`config.mk`:
```
export PLATFORM = sky130hd
export DESIGN_NAME = reg_file_wr_arbiter
export DESIGN_NICKNAME = d
export VERILOG_FILES = /design/src/rtl/rf_pkg.sv /design/src/rtl/rr_grant.sv /design/src/rtl/reg_file_wr_arbiter.sv
export SDC_FILE = /design/constraint.sdc
export NUM_CORES = 1
export LEC_CHECK = 0
export BUFFER_PORTS_ARGS = -buffer_cell sky130_fd_sc_hd__buf_2
export CORE_MARGIN = 2
export CORE_UTILIZATION = 44
export CTS_CLUSTER_SIZE = 10
export DETAILED_ROUTE_END_ITERATION = 16
export PLACE_DENSITY = 0.79
export SLEW_MARGIN = 10
export SYNTH_ARGS = -nofsm -noshare
export SYNTH_HDL_FRONTEND = slang
export SYNTH_SLANG_ARGS = --single-unit
```
`constraint.sdc`:
```
create_clock -name clk -period 1.7 [get_ports clk]
set_input_delay 0.425 -clock clk [delete_from_list [all_inputs] [get_ports clk]]
set_output_delay 0.425 -clock clk [all_outputs]
set_load 0.01 [all_outputs]
```
`src/rtl/rf_pkg.sv`:
```
// Shared types and constants for the register-file write path.
package rf_pkg;

  localparam int DEFAULT_DATA_WIDTH = 32;
  localparam int DEFAULT_ADDR_WIDTH = 5;
  localparam int NUM_REGS           = 1 << DEFAULT_ADDR_WIDTH;

  typedef enum logic {
    CLEAR = 1'b0,
    RUN   = 1'b1
  } rf_state_e;

  localparam int REQ_WB  = 0;
  localparam int REQ_DBG = 1;

endpackage

```
`src/rtl/rr_grant.sv`:
```
// Combinational round-robin picker: one-hot grant to the first valid requester
// after ptr (wrapping), plus the encoded index of that grant.
module rr_grant #(
  parameter int N  = 2,
  parameter int IW = $clog2(N)
) (
  input  logic [N-1:0]  valid,
  input  logic [IW-1:0] ptr,
  output logic [N-1:0]  grant,
  output logic [IW-1:0] idx
);

  logic [IW-1:0] cand;
  logic          found;

  always_comb begin
    grant = '0;
    idx   = '0;
    found = 1'b0;
    cand  = '0;
    // The requester at ptr was served last, so it is checked last.
    for (int i = 1; i <= N; i++) begin
      cand = IW'((int'(ptr) + i) % N);
      if (!found && valid[cand]) begin
        found       = 1'b1;
        grant[cand] = 1'b1;
        idx         = cand;
      end
    end
  end

endmodule

```
`src/rtl/reg_file_wr_arbiter.sv`:
```
// Sole driver of the register-file write port: zero-fills registers 1..N-1
// after reset or clear_req, then round-robin arbitrates between requesters.
module reg_file_wr_arbiter
  import rf_pkg::*;
#(
  parameter int DATA_WIDTH = DEFAULT_DATA_WIDTH,
  parameter int ADDR_WIDTH = DEFAULT_ADDR_WIDTH,
  parameter int NUM_REQ    = 2
) (
  input  logic                          clk,
  input  logic                          rst_n,
  input  logic                          clear_req,
  input  logic [NUM_REQ-1:0]            req_valid,
  input  logic [NUM_REQ*ADDR_WIDTH-1:0] req_addr,
  input  logic [NUM_REQ*DATA_WIDTH-1:0] req_data,
  output logic [NUM_REQ-1:0]            req_ready,
  output logic                          rf_wen,
  output logic [ADDR_WIDTH-1:0]         rf_waddr,
  output logic [DATA_WIDTH-1:0]         rf_wdata,
  output logic                          init_done,
  output logic                          dbg_state
);

  localparam int IW = $clog2(NUM_REQ);
  localparam logic [ADDR_WIDTH-1:0] LAST_ADDR = '1;
  localparam logic [IW-1:0]         PTR_INIT  = IW'(NUM_REQ - 1);

  rf_state_e             state;
  logic [ADDR_WIDTH-1:0] clr_addr;
  logic [IW-1:0]         rr_ptr;

  logic [NUM_REQ-1:0]    grant_raw;
  logic [IW-1:0]         grant_idx;
  logic                  handshake;
  logic [ADDR_WIDTH-1:0] sel_addr;
  logic [DATA_WIDTH-1:0] sel_data;

  rr_grant #(
    .N  (NUM_REQ),
    .IW (IW)
  ) u_rr_grant (
    .valid (req_valid),
    .ptr   (rr_ptr),
    .grant (grant_raw),
    .idx   (grant_idx)
  );

  // Handshake: a write is taken from requester i at a rising edge where
  // req_valid[i] & req_ready[i]. Ready never waits on anything downstream, and
  // a requester must hold valid/addr/data stable until it sees ready.
  assign req_ready = (state == RUN && !clear_req) ? grant_raw : '0;
  assign handshake = |req_ready;
  assign sel_addr  = req_addr[grant_idx*ADDR_WIDTH +: ADDR_WIDTH];
  assign sel_data  = req_data[grant_idx*DATA_WIDTH +: DATA_WIDTH];
  assign dbg_state = logic'(state);

  always_ff @(posedge clk or negedge rst_n) begin
    if (!rst_n) begin
      state     <= CLEAR;
      clr_addr  <= ADDR_WIDTH'(1);
      rr_ptr    <= PTR_INIT;
      rf_wen    <= 1'b0;
      rf_waddr  <= '0;
      rf_wdata  <= '0;
      init_done <= 1'b0;
    end else begin
      case (state)
        CLEAR: begin
          // clear_req is deliberately ignored here; the fill always runs to the end.
          rf_wen   <= 1'b1;
          rf_waddr <= clr_addr;
          rf_wdata <= '0;
          if (clr_addr == LAST_ADDR) begin
            state     <= RUN;
            init_done <= 1'b1;
            clr_addr  <= ADDR_WIDTH'(1);
          end else begin
            clr_addr <= clr_addr + 1'b1;
          end
        end
        RUN: begin
          if (clear_req) begin
            state     <= CLEAR;
            init_done <= 1'b0;
            clr_addr  <= ADDR_WIDTH'(1);
            rf_wen    <= 1'b0;
          end else if (handshake) begin
            // Address 0 is hardwired zero: accept the request but suppress the write.
            rf_wen   <= (sel_addr != '0);
            rf_waddr <= sel_addr;
            rf_wdata <= sel_data;
            rr_ptr   <= grant_idx;
          end else begin
            rf_wen <= 1'b0;
          end
        end
        default: begin
          state <= CLEAR;
        end
      endcase
    end
  end

endmodule

```
==> impl_metrics.xml <==
<?xml version="1.0" encoding="UTF-8"?>
<metrics>
  <group name="outcome">
    <metric name="outcome" unit="">finished clean</metric>
  </group>
  <group name="timing">
    <metric name="finalHoldViolations" unit="">0</metric>
    <metric name="fin_crit_sh" unit="%">96.4</metric>
    <metric name="slew_headroom" unit="%">65.4</metric>
    <metric name="maxSlewViolCount" unit="">0</metric>
    <metric name="worst-slew-pin-transition" unit="ps">520</metric>
    <metric name="f_max" unit="MHz">610</metric>
    <metric name="rsz0062_at_grt" unit="">false</metric>
    <metric name="fin_crit" unit="ps">1640</metric>
    <metric name="finalSetupViolations" unit="">0</metric>
    <metric name="fin_skew" unit="ps">3.75</metric>
    <metric name="aggregate_negative_setup_slack" unit="ps">0</metric>
  </group>
  <group name="route">
    <metric name="finalWirelength" unit="um">5440</metric>
    <metric name="drc_errors" unit="">0</metric>
    <metric name="num_vias" unit="">1994</metric>
    <metric name="final_antenna_net_count" unit="">0</metric>
    <metric name="vias_per_cell" unit="">4.85</metric>
    <metric name="drt-pass1-iter-count" unit="">4</metric>
    <metric name="drt_initial_violations" unit="">73</metric>
    <metric name="wl_per_cell" unit="um">13.2</metric>
  </group>
  <group name="setup_path">
    <metric name="reg2reg_setup_slack" unit="ps">190</metric>
    <metric name="crit_fanout" unit="">3</metric>
    <metric name="worst_reg2reg_endpoint" unit="">rf_wen</metric>
    <metric name="classification_of_the_worst_setup_path" unit="">flip-flop to output pin</metric>
    <metric name="rr_worst_depth" unit="">5</metric>
    <metric name="cp_data_arrival_time" unit="ps">1210</metric>
    <metric name="critPathLaunchType" unit="">flip-flop</metric>
    <metric name="worst_ep_required_time" unit="ps">1270</metric>
    <metric name="reg2reg_start" unit="">rr_ptr</metric>
    <metric name="crit_path_end_kind" unit="">output pin</metric>
  </group>
  <group name="logic_synthesis">
    <metric name="synth.area.top_cells" unit="">dfrtp_1, mux2i_1, o21ai_1</metric>
    <metric name="synth.yosys.warnings" unit="">0</metric>
    <metric name="synth.cell_area" unit="um^2">2210</metric>
    <metric name="synth.net_count" unit="">297</metric>
    <metric name="synth.avg_cell_area" unit="um^2">10.3</metric>
    <metric name="post-synth-top-area-fraction" unit="%">49.7</metric>
    <metric name="synthDominantAreaCellType" unit="">dfrtp_1</metric>
    <metric name="ys_ff_latch" unit="">46</metric>
    <metric name="post_synthesis_cells" unit="">216</metric>
    <metric name="synth.yosys.seq_area_share" unit="%">52.1</metric>
    <metric name="post_synth_num_cell_types" unit="">28</metric>
  </group>
  <group name="global_routing">
    <metric name="grtUsageTotal" unit="%">19.2</metric>
    <metric name="gr-total-overflow" unit="">0</metric>
    <metric name="first_global_vias" unit="">1827</metric>
    <metric name="grt_start_max_net_pins" unit="">27</metric>
    <metric name="grt_antenna_before_repair" unit="">0</metric>
    <metric name="grt_pass1_wl" unit="um">8070</metric>
  </group>
  <group name="floorplan">
    <metric name="chipWidth" unit="um">74.9</metric>
    <metric name="die_y_extent" unit="um">74.9</metric>
    <metric name="placeableCoreArea" unit="um^2">4790</metric>
    <metric name="io_pins" unit="">121</metric>
    <metric name="initial_core_util" unit="%">46.3</metric>
    <metric name="placement_rows" unit="">25</metric>
    <metric name="die_area" unit="um^2">5620</metric>
  </group>
  <group name="min_path">
    <metric name="hold_path_class" unit="">input port to async pin</metric>
  </group>
  <group name="finish">
    <metric name="layout.cells.most_common" unit="">buf_2</metric>
    <metric name="num-fill-cells" unit="">426</metric>
    <metric name="layout.cells.most_common_list" unit="">buf_2, dfrtp_1, nand2_1, o21ai_1, mux2i_1</metric>
    <metric name="multi_input_comb_area" unit="um^2">963</metric>
    <metric name="drive_gt1_share" unit="%">42.2</metric>
    <metric name="antenna-diode-count" unit="">0</metric>
    <metric name="syn_to_final_growth" unit="%">37.0</metric>
    <metric name="area.sequential" unit="um^2">1150</metric>
    <metric name="finalNetCount" unit="">424</metric>
  </group>
  <group name="placed_design">
    <metric name="port_buffers" unit="">120</metric>
    <metric name="detailedPlacementHpwl" unit="um">4120</metric>
    <metric name="gp_routability_congestion" unit="">0.830</metric>
  </group>
  <group name="clock_tree">
    <metric name="clock_sink_count" unit="">46</metric>
    <metric name="cts.hold.buffers_added" unit="">0</metric>
    <metric name="clock_tree.buffer_depth" unit="">2</metric>
    <metric name="clkTransAtPathRegs" unit="ps">80</metric>
    <metric name="cts_htree_levels" unit="">2</metric>
    <metric name="tritoncts" unit="">yes</metric>
    <metric name="cts_buffers" unit="">5</metric>
    <metric name="worst_skew_pair.late_latency" unit="ps">300</metric>
    <metric name="root_buffer" unit="">clkbuf_8</metric>
  </group>
  <group name="power">
    <metric name="power_density" unit="nW/um^2">1300</metric>
    <metric name="post-layout-total-power" unit="uW">3930</metric>
    <metric name="power.static_leakage" unit="uW">0.00163</metric>
    <metric name="worst_ir_drop_vdd" unit="V">0.000737</metric>
  </group>
  <group name="run">
    <metric name="drv.max_cap_violation_count" unit="">0</metric>
  </group>
</metrics>
-- worst max-delay path by stage --
stage	start	end	slack, ps
after floorplan	req_valid[1]	req_ready[1]	130
after detailed placement	clear_req	req_ready[0]	110
after CTS	rr_ptr	req_ready[1]	10
final	rr_ptr	req_ready[1]	60
after global routing	dbg_state	req_ready[0]	20
after global placement	clear_req	req_ready[0]	130
-- Yosys cell counts --
cell type / count
dfrtp_1: 44
nand2_1: 40
o21ai_1: 38
mux2i_1: 37
a21oi_1: 7
buf_2: 5
buf_6: 5
inv_1: 5
nor2_1: 5
nor2b_1: 5
clkbuf_1: 3
a31oi_1: 2
and2_1: 2
dfstp_2: 2
ha_1: 2
o22ai_1: 2
a21boi_2: 1
a22oi_1: 1
and3_1: 1
nand2b_1: 1
nand3_1: 1
nor3_1: 1
o21a_1: 1
o2bb2ai_1: 1
o31ai_1: 1
o41ai_1: 1
xnor2_1: 1
xor2_1: 1
-- power breakdown --
group,internal (uW),switching (uW),leakage (uW),total (uW)
registers,1440,207,0.000604,1650
clock network,328,352,0.0000482,680
logic,727,876,0.000974,1600
total,2500,1430,0.00163,3930
-- registers in the layout, indices dropped and copies added, names as in the netlist --
register,count
rr_ptr,1
init_done,1
rf_wen,1
rf_wdata,32
rf_waddr,5
dbg_state,1
clr_addr,5
-- metal layers --
layer | share of wire [%] | global-route usage (%) | vias to the layer above | wire length (um)
li1 | - | - | 996 | -
met1 | 41 | 22.7 | 890 | 2230
met2 | 49 | 33.7 | 97 | 2670
met3 | 8.4 | 5.89 | 11 | 459
met4 | 1.5 | 5.36 | 0 | 82
met5 | 0 | 0 | - | 0
-- final cells by class --
| cell class | instances | area share [%] |
|---|---|---|
| clock buffer | 7 | 2.85 |
| clock inverter | 1 | 0.165 |
| inverter | 5 | 0.619 |
| multi-input combinational | 152 | 31.8 |
| sequential | 46 | 38.0 |
| tap | 67 | 2.76 |
| timing repair buffer | 133 | 23.8 |
-- logic make-up after synthesis --
group / after synthesis / synth area share (%)
AO/OA/AOI/OAI: 55 / 13.6
XOR/XNOR: 2 / 0.791
adder cells (fa/ha/maj): 2 / 1.13
buffers and inverters: 18 / 5.03
flip-flops: 46 / 52.1
multiplexers: 37 / 16.7
AND/OR/NAND/NOR: 56 / 10.6
-- through the flow --
| step | utilization (%) | instance area [um^2] | hold WS (ps) | setup slack, ps | instances |
|---|---|---|---|---|---|
| after global routing | 63.4 | 3030 | 128 | 15.5 | 411 |
| after floorplan | - | 2210 | 129 | 133 | 216 |
| after global placement | 60.9 | 2910 | 423 | 135 | 400 |
| final | 63.4 | 3030 | 92.0 | 60.4 | 411 |
| after detailed placement | 60.9 | 2910 | 431 | 114 | 400 |
| after CTS | 62.8 | 3010 | 109 | 11.3 | 408 |
-- worst max-delay path: stages (launching register included) --
cell and delay [ps]:
dfstp_2 570, a21boi_4 60, and2_1 150, buf_2 130
-- what timing repair did --
action	in CTS	in global routing
setup endpoints to repair	0	2
resized for setup	0	2
hold endpoints to repair	0	0
setup buffers	0	3
Power figures use the tool's default switching activity.
